$ cat config.mk
export PLATFORM = sky130hd
export DESIGN_NAME = fifo_tx_serializer
export DESIGN_NICKNAME = d
export VERILOG_FILES = /design/src/rtl/fifo_tx_serializer.sv
export SDC_FILE = /design/constraint.sdc
export NUM_CORES = 1
export LEC_CHECK = 0
export ABC_AREA = 1
export CORE_ASPECT_RATIO = 1.25
export CORE_MARGIN = 2
export CORE_UTILIZATION = 54
export DETAILED_ROUTE_END_ITERATION = 10
export PLACE_DENSITY = 0.86
export SYNTH_ARGS = -nofsm -noshare
export SYNTH_HDL_FRONTEND = slang
export SYNTH_SLANG_ARGS = --single-unit
$ cat constraint.sdc
create_clock -name read_clock -period 3.33 [get_ports read_clock]
set_clock_uncertainty 0.2 [all_clocks]
set_input_delay 0.999 -clock read_clock [delete_from_list [all_inputs] [get_ports read_clock]]
set_output_delay 0.999 -clock read_clock [all_outputs]
set_load 0.1 [all_outputs]
$ cat src/rtl/fifo_tx_serializer.sv
// fifo_tx_serializer: read-side consumer of the tx FIFO. Pops whole blocks of
// DATA_WIDTH-bit words and emits each word as DATA_WIDTH/BUS_WIDTH nibbles over
// a valid/ready handshake toward the card data-bus driver.
// Optional build macro: TX_SERIALIZER_LSB_FIRST_EN (when defined, nibbles leave
// least-significant first; timing and handshakes are unchanged).
module fifo_tx_serializer #(
  parameter int DATA_WIDTH  = 32,
  parameter int BUS_WIDTH   = 4,
  parameter int BLOCK_WORDS = 128,
  parameter int COUNT_WIDTH = 16
) (
  input  logic                   read_clock,
  input  logic                   reset,
  input  logic                   start,
  input  logic [COUNT_WIDTH-1:0] block_count,
  input  logic                   fifo_empty,
  input  logic [DATA_WIDTH-1:0]  q,
  output logic                   read_enable,
  output logic [BUS_WIDTH-1:0]   serial_data,
  output logic                   serial_valid,
  input  logic                   serial_ready,
  output logic                   busy,
  output logic                   stalled,
  output logic                   block_done,
  output logic                   xfer_done,
  output logic [COUNT_WIDTH-1:0] blocks_left
);

  localparam int NIBBLES = DATA_WIDTH / BUS_WIDTH;
  localparam int NC_W    = (NIBBLES > 1) ? $clog2(NIBBLES) : 1;
  localparam int WC_W    = (BLOCK_WORDS > 1) ? $clog2(BLOCK_WORDS) : 1;
  localparam logic [NC_W-1:0] NC_LAST = NC_W'(NIBBLES - 1);
  localparam logic [WC_W-1:0] WC_LAST = WC_W'(BLOCK_WORDS - 1);
  localparam logic [COUNT_WIDTH-1:0] BLK_ONE = COUNT_WIDTH'(1);

  typedef enum logic [2:0] {
    S_IDLE,
    S_FETCH,
    S_LOAD,
    S_SHIFT,
    S_BLOCK_END
  } state_t;

  state_t                 r_state;
  state_t                 w_next;
  logic [DATA_WIDTH-1:0]  r_shreg;
  logic [NC_W-1:0]        r_nib_cnt;
  logic [WC_W-1:0]        r_word_cnt;
  logic [COUNT_WIDTH-1:0] r_blocks_left;

  logic w_start_ok;
  logic w_accept;
  logic w_last_nib;
  logic w_last_word;
  logic w_last_block;

  assign w_start_ok   = start && (block_count != '0);
  assign w_accept     = (r_state == S_SHIFT) && serial_ready;
  assign w_last_nib   = w_accept && (r_nib_cnt == NC_LAST);
  assign w_last_word  = (r_word_cnt == WC_LAST);
  assign w_last_block = (r_blocks_left == BLK_ONE);

  assign blocks_left = r_blocks_left;

`ifdef TX_SERIALIZER_LSB_FIRST_EN
  assign serial_data = r_shreg[BUS_WIDTH-1:0];
`else
  assign serial_data = r_shreg[DATA_WIDTH-1 -: BUS_WIDTH];
`endif

  // State register.
  always_ff @(posedge read_clock) begin
    if (reset) begin
      r_state <= S_IDLE;
    end else begin
      r_state <= w_next;
    end
  end

  // Next-state decode and per-state output strobes; read_enable is only ever
  // raised in FETCH so the FIFO sees exactly one pop per word.
  always_comb begin
    w_next       = r_state;
    read_enable  = 1'b0;
    stalled      = 1'b0;
    serial_valid = 1'b0;
    block_done   = 1'b0;
    xfer_done    = 1'b0;
    busy         = (r_state != S_IDLE);
    case (r_state)
      S_IDLE: begin
        if (w_start_ok) begin
          w_next = S_FETCH;
        end
      end
      S_FETCH: begin
        read_enable = !fifo_empty;
        stalled     = fifo_empty;
        if (!fifo_empty) begin
          w_next = S_LOAD;
        end
      end
      S_LOAD: begin
        w_next = S_SHIFT;
      end
      S_SHIFT: begin
        serial_valid = 1'b1;
        if (w_last_nib) begin
          w_next = w_last_word ? S_BLOCK_END : S_FETCH;
        end
      end
      S_BLOCK_END: begin
        block_done = 1'b1;
        if (w_last_block) begin
          xfer_done = 1'b1;
          w_next    = S_IDLE;
        end else begin
          w_next = S_FETCH;
        end
      end
      default: begin
        w_next = S_IDLE;
      end
    endcase
  end

  // Shift register and nibble counter: load on LOAD, advance on each accepted beat.
  always_ff @(posedge read_clock) begin
    if (reset) begin
      r_shreg   <= '0;
      r_nib_cnt <= '0;
    end else if (r_state == S_LOAD) begin
      r_shreg   <= q;
      r_nib_cnt <= '0;
    end else if (w_accept) begin
`ifdef TX_SERIALIZER_LSB_FIRST_EN
      r_shreg <= r_shreg >> BUS_WIDTH;
`else
      r_shreg <= r_shreg << BUS_WIDTH;
`endif
      r_nib_cnt <= (r_nib_cnt == NC_LAST) ? '0 : r_nib_cnt + NC_W'(1);
    end
  end

  // Word-in-block counter; wraps to zero only when the block's last word finishes.
  always_ff @(posedge read_clock) begin
    if (reset) begin
      r_word_cnt <= '0;
    end else if ((r_state == S_IDLE) && w_start_ok) begin
      r_word_cnt <= '0;
    end else if (w_last_nib) begin
      r_word_cnt <= w_last_word ? '0 : r_word_cnt + WC_W'(1);
    end
  end

  // Remaining-block count: latched on an accepted start, decremented at each block end.
  always_ff @(posedge read_clock) begin
    if (reset) begin
      r_blocks_left <= '0;
    end else if ((r_state == S_IDLE) && w_start_ok) begin
      r_blocks_left <= block_count;
    end else if ((r_state == S_BLOCK_END) && (r_blocks_left != '0)) begin
      r_blocks_left <= r_blocks_left - BLK_ONE;
    end
  end

endmodule
==> metrics.yaml, run 1 <==
outcome: "completed"
grt_max_degree: 35
cp_top_family: "buffers and inverters"
place_ws_ps: 232
cts_hold_buf: 0
hpwl_mm: 6.30
drive_gt1_frac: 0.141
clockRootBuffer: "clkbuf_8"
ant_nets: 0
numCtsBuffers: 9
diodes: 0
ys_async_sr_fraction: 0
crit_chain: "clkdlybuf4s50_1 -> inv_1 -> nor2_2 -> buf_12"
core_area_sq_um: 6090
drv_cap: 0
fp.dieH_microns: 92.0
drtPass1Iterations: 5
setup_viol: 0
drcViolationCount: 0
num_vias: 3513
path_buf_inv: 3
finalHoldViolations: 0
ys_ff_latch: 61
slowest_delay_ps: 490
hold_ws_ps: 257
place_congestion: 0.922
post_drt_wl_per_cell_microns: 12.7
switching_power_mw: 0.812
critPathSlowestCell: "clkdlybuf4s50_1"
clock_latency_ps: 340
synth_area_leaders: "dfxtp_1, nand2_1, nor2_1, a31oi_1, inv_1"
syn_nets: 563
grt_pass1_vias: 3386
first_iter_violations: 196
finalPower_mw: 2.32
postCtsSetupRepairBufs: 0
criticalPathCategory: "primary input to output port"
synth_edf_count: 0
synth_top_area_frac: 0.365
power_density_nw_per_um2: 529
grt-ovfl-total: 0
drt_wl_total_mm: 8.49
fp.dieArea_sq_um: 6840
combinationalPowerShare: 0.295
hold_path.class: "flop to flop"
fin_crit_sh: 0.931
switching_share: 0.351
finalCriticalPeriod_ps: 3100
cp-start-kind: "primary input"
fmax_mhz: 323
synthFlopType: "dfxtp_1"
vdd_ir_drop_max_v: 0.000303
ys_seq_area_frac: 0.365
dpl-instance-area_sq_um: 4130
rows: 32
p_leak_nw: 1.88
synth_largest_area_cell: "dfxtp_1"
worst_ep_arrival_time_ps: 1900
tightest_slew_ps: 1120
max_slew_margin: 0.251
p_seq_frac: 0.352
synth_area_per_cell_sq_um: 6.62
final_common_cell: "nand2_1"
ios: 79
area_growth_pct: 31.0
rsz0062_at_grt: "no"
slew_viol_final: 0
p_int_mw: 1.50
vias_per_cell: 5.26
clk_pin_slew_ps: 60
h-tree-depth: 3
cts_resized: 0
synth_cell_types: 33
cp.required_ps: 2130
cts_tree: "yes"
ys_warn_count: 0
final_nets: 636
fillers: 502
critical_path.endpoint_type: "output port"
grt_pass1_wl_mm: 14.4
fin_setup_tns_ps: 0
track_usage: 0.267
syn_inst: 505
start_util: 0.549
cts_max_path_buffers: 2
clkPwrFrac: 0.353
portBuffers: 78
syn_area_sq_um: 3340
crit_path_max_fanout: 2
worst_slack_ps: 231
seq_area_sq_um: 1220
final_cell_area_sq_um: 4380
die_w_microns: 74.4
layout_common_cells: "nand2_1, dfxtp_1, nor2_1"
clock-sinks: 61
antenna_found_initial: 0
multi_input_area_sq_um: 1840
[worst register-to-register path, cell delays in order, from the launching register on]
cell and delay, ps:
dfxtp_1 500, inv_4 110, nand3_4 110, nor2_8 40
nor2_2 830, nand2_1 160, a31oi_1 200
[cell usage after synthesis (2+ instances only)]
cell type	n
buf_6	2
nor2_1	60
nor2_4	4
xor2_1	7
a31oi_1	28
dfxtp_1	61
inv_2	4
nand4_1	7
ha_1	5
a21oi_1	16
buf_2	4
nand3_1	21
buf_4	7
nor3_1	4
nand3_4	2
o21ai_0	6
nor2_2	11
nand2_1	192
nand2_4	5
inv_1	38
o21ai_1	2
clkbuf_1	8
[through the flow]
step	util	cells
3_3_place_gp	0.679	652
6_report	0.719	668
4_1_cts	0.719	668
2_1_floorplan	-	505
3_5_place_dp	0.679	652
5_1_grt	0.719	668
[routing by layer]
layer  global-route usage  vias up  wire length, microns
met4                0.124        0                   308
met5                    0        -                     0
met2                0.475      134                  4410
met3               0.0549       30                   529
li1                     -     1750                     -
met1                0.293     1599                  3240
[final timing paths]
check	cells past startpoint	slack [ps]	start	endpoint
max	4	230	fifo_empty	stalled
min	2	260	r_word_cnt[6]$_SDFFE_PP0P_	r_word_cnt[6]$_SDFFE_PP0P_
max reg2reg	6	1090	r_state[2]$_SDFFE_PP0P_	r_shreg[11]$_SDFFE_PP0P_
min reg2reg	2	260	r_word_cnt[6]$_SDFFE_PP0P_	r_word_cnt[6]$_SDFFE_PP0P_
[final cells by class]
cell class,instances,area share
tap,85,0.0243
inverter,44,0.0383
sequential,61,0.279
timing repair buffer,83,0.181
clock inverter,6,0.0252
clock buffer,10,0.0314
multi-input combinational,379,0.421
[kinds of logic after synthesis]
logic type,count (synthesis),synth area share
xor gates and xnor gates,7,0.0183
adders and majority gates,5,0.0187
and+or+nand+nor,311,0.411
buffers and inverters,65,0.0876
AOI/OAI and AO/OA,56,0.0985
DFF,61,0.365
[power by group through the flow]
stage                     Sequential (mW)  Clock (mW)  Combinational [mW]
after floorplan                     0.944           0               0.386
after global placement              0.829           0               0.664
after detailed placement            0.831           0               0.678
after CTS                           0.815       0.822               0.682
after global routing                0.820       0.855               0.741
final                               0.816       0.816               0.683
[registers in the layout, summed over array words and instances, names as in the netlist]
| name | flops |
|---|---|
| blocks_left | 16 |
| r_shreg | 32 |
| r_state | 3 |
| r_nib_cnt | 3 |
| r_word_cnt | 7 |
No activity file was read; power rests on OpenSTA's default activity.
==> run 2: changes to the inputs <==
PLACE_DENSITY = not set   (was 0.86)
PLACE_DENSITY_LB_ADDON = 0.15   (was not set)
SKIP_CTS_REPAIR_TIMING = 1   (was not set)
==> metrics.yaml, run 2 (synthesized netlist as in run 1, its figures left out) <==
outcome: "completed"  # unchanged
antenna_found_initial: 0  # unchanged
final_nets: 636  # unchanged
die_w_microns: 74.4  # unchanged
vdd_ir_drop_max_v: 0.000279  # was 0.000303 V
grt_max_degree: 35  # unchanged
top_usage_layer: "met2"  # unchanged
start_util: 0.549  # unchanged
seq_area_sq_um: 1220  # unchanged
max_slew_margin: 0.226  # was 0.251
path_buf_inv: 3  # unchanged
grt-ovfl-total: 0  # unchanged
finish.utilization: 0.715  # was 0.719
reg2reg_slack_ps: 1090  # about the same
crit_path_max_fanout: 2  # unchanged
p_leak_nw: 1.87  # was 1.88 nW
clock-sinks: 61  # unchanged
drv_cap: 0  # unchanged
critical_path.endpoint_type: "output port"  # unchanged
fp.dieArea_sq_um: 6840  # unchanged
cp.required_ps: 2130  # about the same
finalHoldViolations: 0  # unchanged
rows: 32  # unchanged
cts_tree: "yes"  # unchanged
ant_nets: 0  # unchanged
track_usage: 0.262  # was 0.267
post_drt_wl_per_cell_microns: 12.5  # was 12.7 microns
met1_usage: 0.310  # was 0.293
largest_register_ffs: 32  # unchanged
crit_chain: "clkdlybuf4s50_1 -> inv_1 -> nor2_2 -> buf_12"  # unchanged
core_area_sq_um: 6090  # unchanged
worst_slack_ps: 228  # was 231 ps
num_vias: 3431  # was 3513
grt_pass1_wl_mm: 14.1  # was 14.4 mm
hpwl_mm: 6.14  # was 6.30 mm
place_congestion: 0.958  # was 0.922
portBuffers: 78  # unchanged
grt_pass1_vias: 3282  # was 3386
finalCriticalPeriod_ps: 3100  # about the same
slowest_delay_ps: 490  # about the same
final_common_cell: "nand2_1"  # unchanged
clockRootBuffer: "clkbuf_8"  # unchanged
diodes: 0  # unchanged
fmax_mhz: 322  # was 323 MHz
cts_max_path_buffers: 2  # unchanged
worst_ep_arrival_time_ps: 1900  # about the same
area_growth_pct: 30.3  # was 31.0%
regMostFlops: "r_shreg"  # unchanged
vias_per_cell: 5.14  # was 5.26
drcViolationCount: 0  # unchanged
use_met3: 0.0615  # was 0.0549
fin_setup_tns_ps: 0  # unchanged
clock_latency_ps: 340  # about the same
multi_input_area_sq_um: 1840  # unchanged
fillers: 539  # was 502
drt_wl_total_mm: 8.36  # was 8.49 mm
power_density_nw_per_um2: 514  # was 529 nW/um^2
tightest_slew_ps: 1160  # was 1120 ps
drtPass1Iterations: 5  # unchanged
fp.dieH_microns: 92.0  # unchanged
first_iter_violations: 186  # was 196
slew_viol_final: 0  # unchanged
place_ws_ps: 201  # was 232 ps
drive_gt1_frac: 0.141  # unchanged
h-tree-depth: 3  # unchanged
setup_viol: 0  # unchanged
clk_pin_slew_ps: 70  # was 60 ps
grt_util_met2: 0.445  # was 0.475
cp_top_family: "buffers and inverters"  # unchanged
ios: 79  # unchanged
rsz0062_at_grt: "no"  # unchanged
hold_path.class: "flop to flop"  # unchanged
cp-start-kind: "primary input"  # unchanged
criticalPathCategory: "primary input to output port"  # unchanged
fin_crit_sh: 0.932  # was 0.931
numCtsBuffers: 9  # unchanged
critPathSlowestCell: "clkdlybuf4s50_1"  # unchanged
layout_common_cells: "nand2_1, dfxtp_1, nor2_1"  # unchanged
run 2: cell count changes in the layout (fill, tap and decap cells not counted):
cell / change
clkinv_4: +1
clkinvlp_4: -1
clkinv_2: +1
bufinv_16: -1
run 2: where the power goes:
part	switching (mW)	internal (mW)
combinational	0.463	0.213
clock	0.307	0.440
sequential	0.0418	0.774
run 2: per-stage QoR:
step | instances | hold WS (ps) | power, mW | cell area, sq um
final | 668 | 259 | 2.24 | 4350
after global routing | 668 | 282 | 2.34 | 4350
after CTS | 668 | 259 | 2.25 | 4350
after detailed placement | 652 | 245 | 1.50 | 4130
after global placement | 652 | 241 | 1.50 | 4130
after floorplan | 505 | 230 | 1.33 | 3360
run 2: area by class of cell:
cell class / instances / area share
clock buffers: 10 / 0.0316
clock inverters: 6 / 0.0198
inverters: 44 / 0.0385
multi-input cells: 379 / 0.424
flip-flops and latches: 61 / 0.280
well taps: 85 / 0.0244
repair buffers: 83 / 0.182
run 2: metal layers:
metal | wire (microns) | vias to the layer above
met5 | 0 | -
met4 | 236 | 0
met3 | 444 | 19
met2 | 4180 | 103
met1 | 3510 | 1560
li1 | - | 1749
run 2: path summary, 6_finish.rpt:
path | depth (start not counted) | end | start
max reg2reg | 6 | r_shreg[16]$_SDFFE_PP0P_ | r_state[2]$_SDFFE_PP0P_
min reg2reg | 2 | r_shreg[1]$_SDFFE_PP0P_ | r_shreg[1]$_SDFFE_PP0P_
max | 4 | stalled | fifo_empty
min | 2 | r_shreg[1]$_SDFFE_PP0P_ | r_shreg[1]$_SDFFE_PP0P_
run 2: worst reg2reg max path: cells and delay by family, from the launching register on:
kind	cells	cell delay (ps)
simple gates	4	1160
compound gates	1	190
buf+inv	1	110
flops	1	510
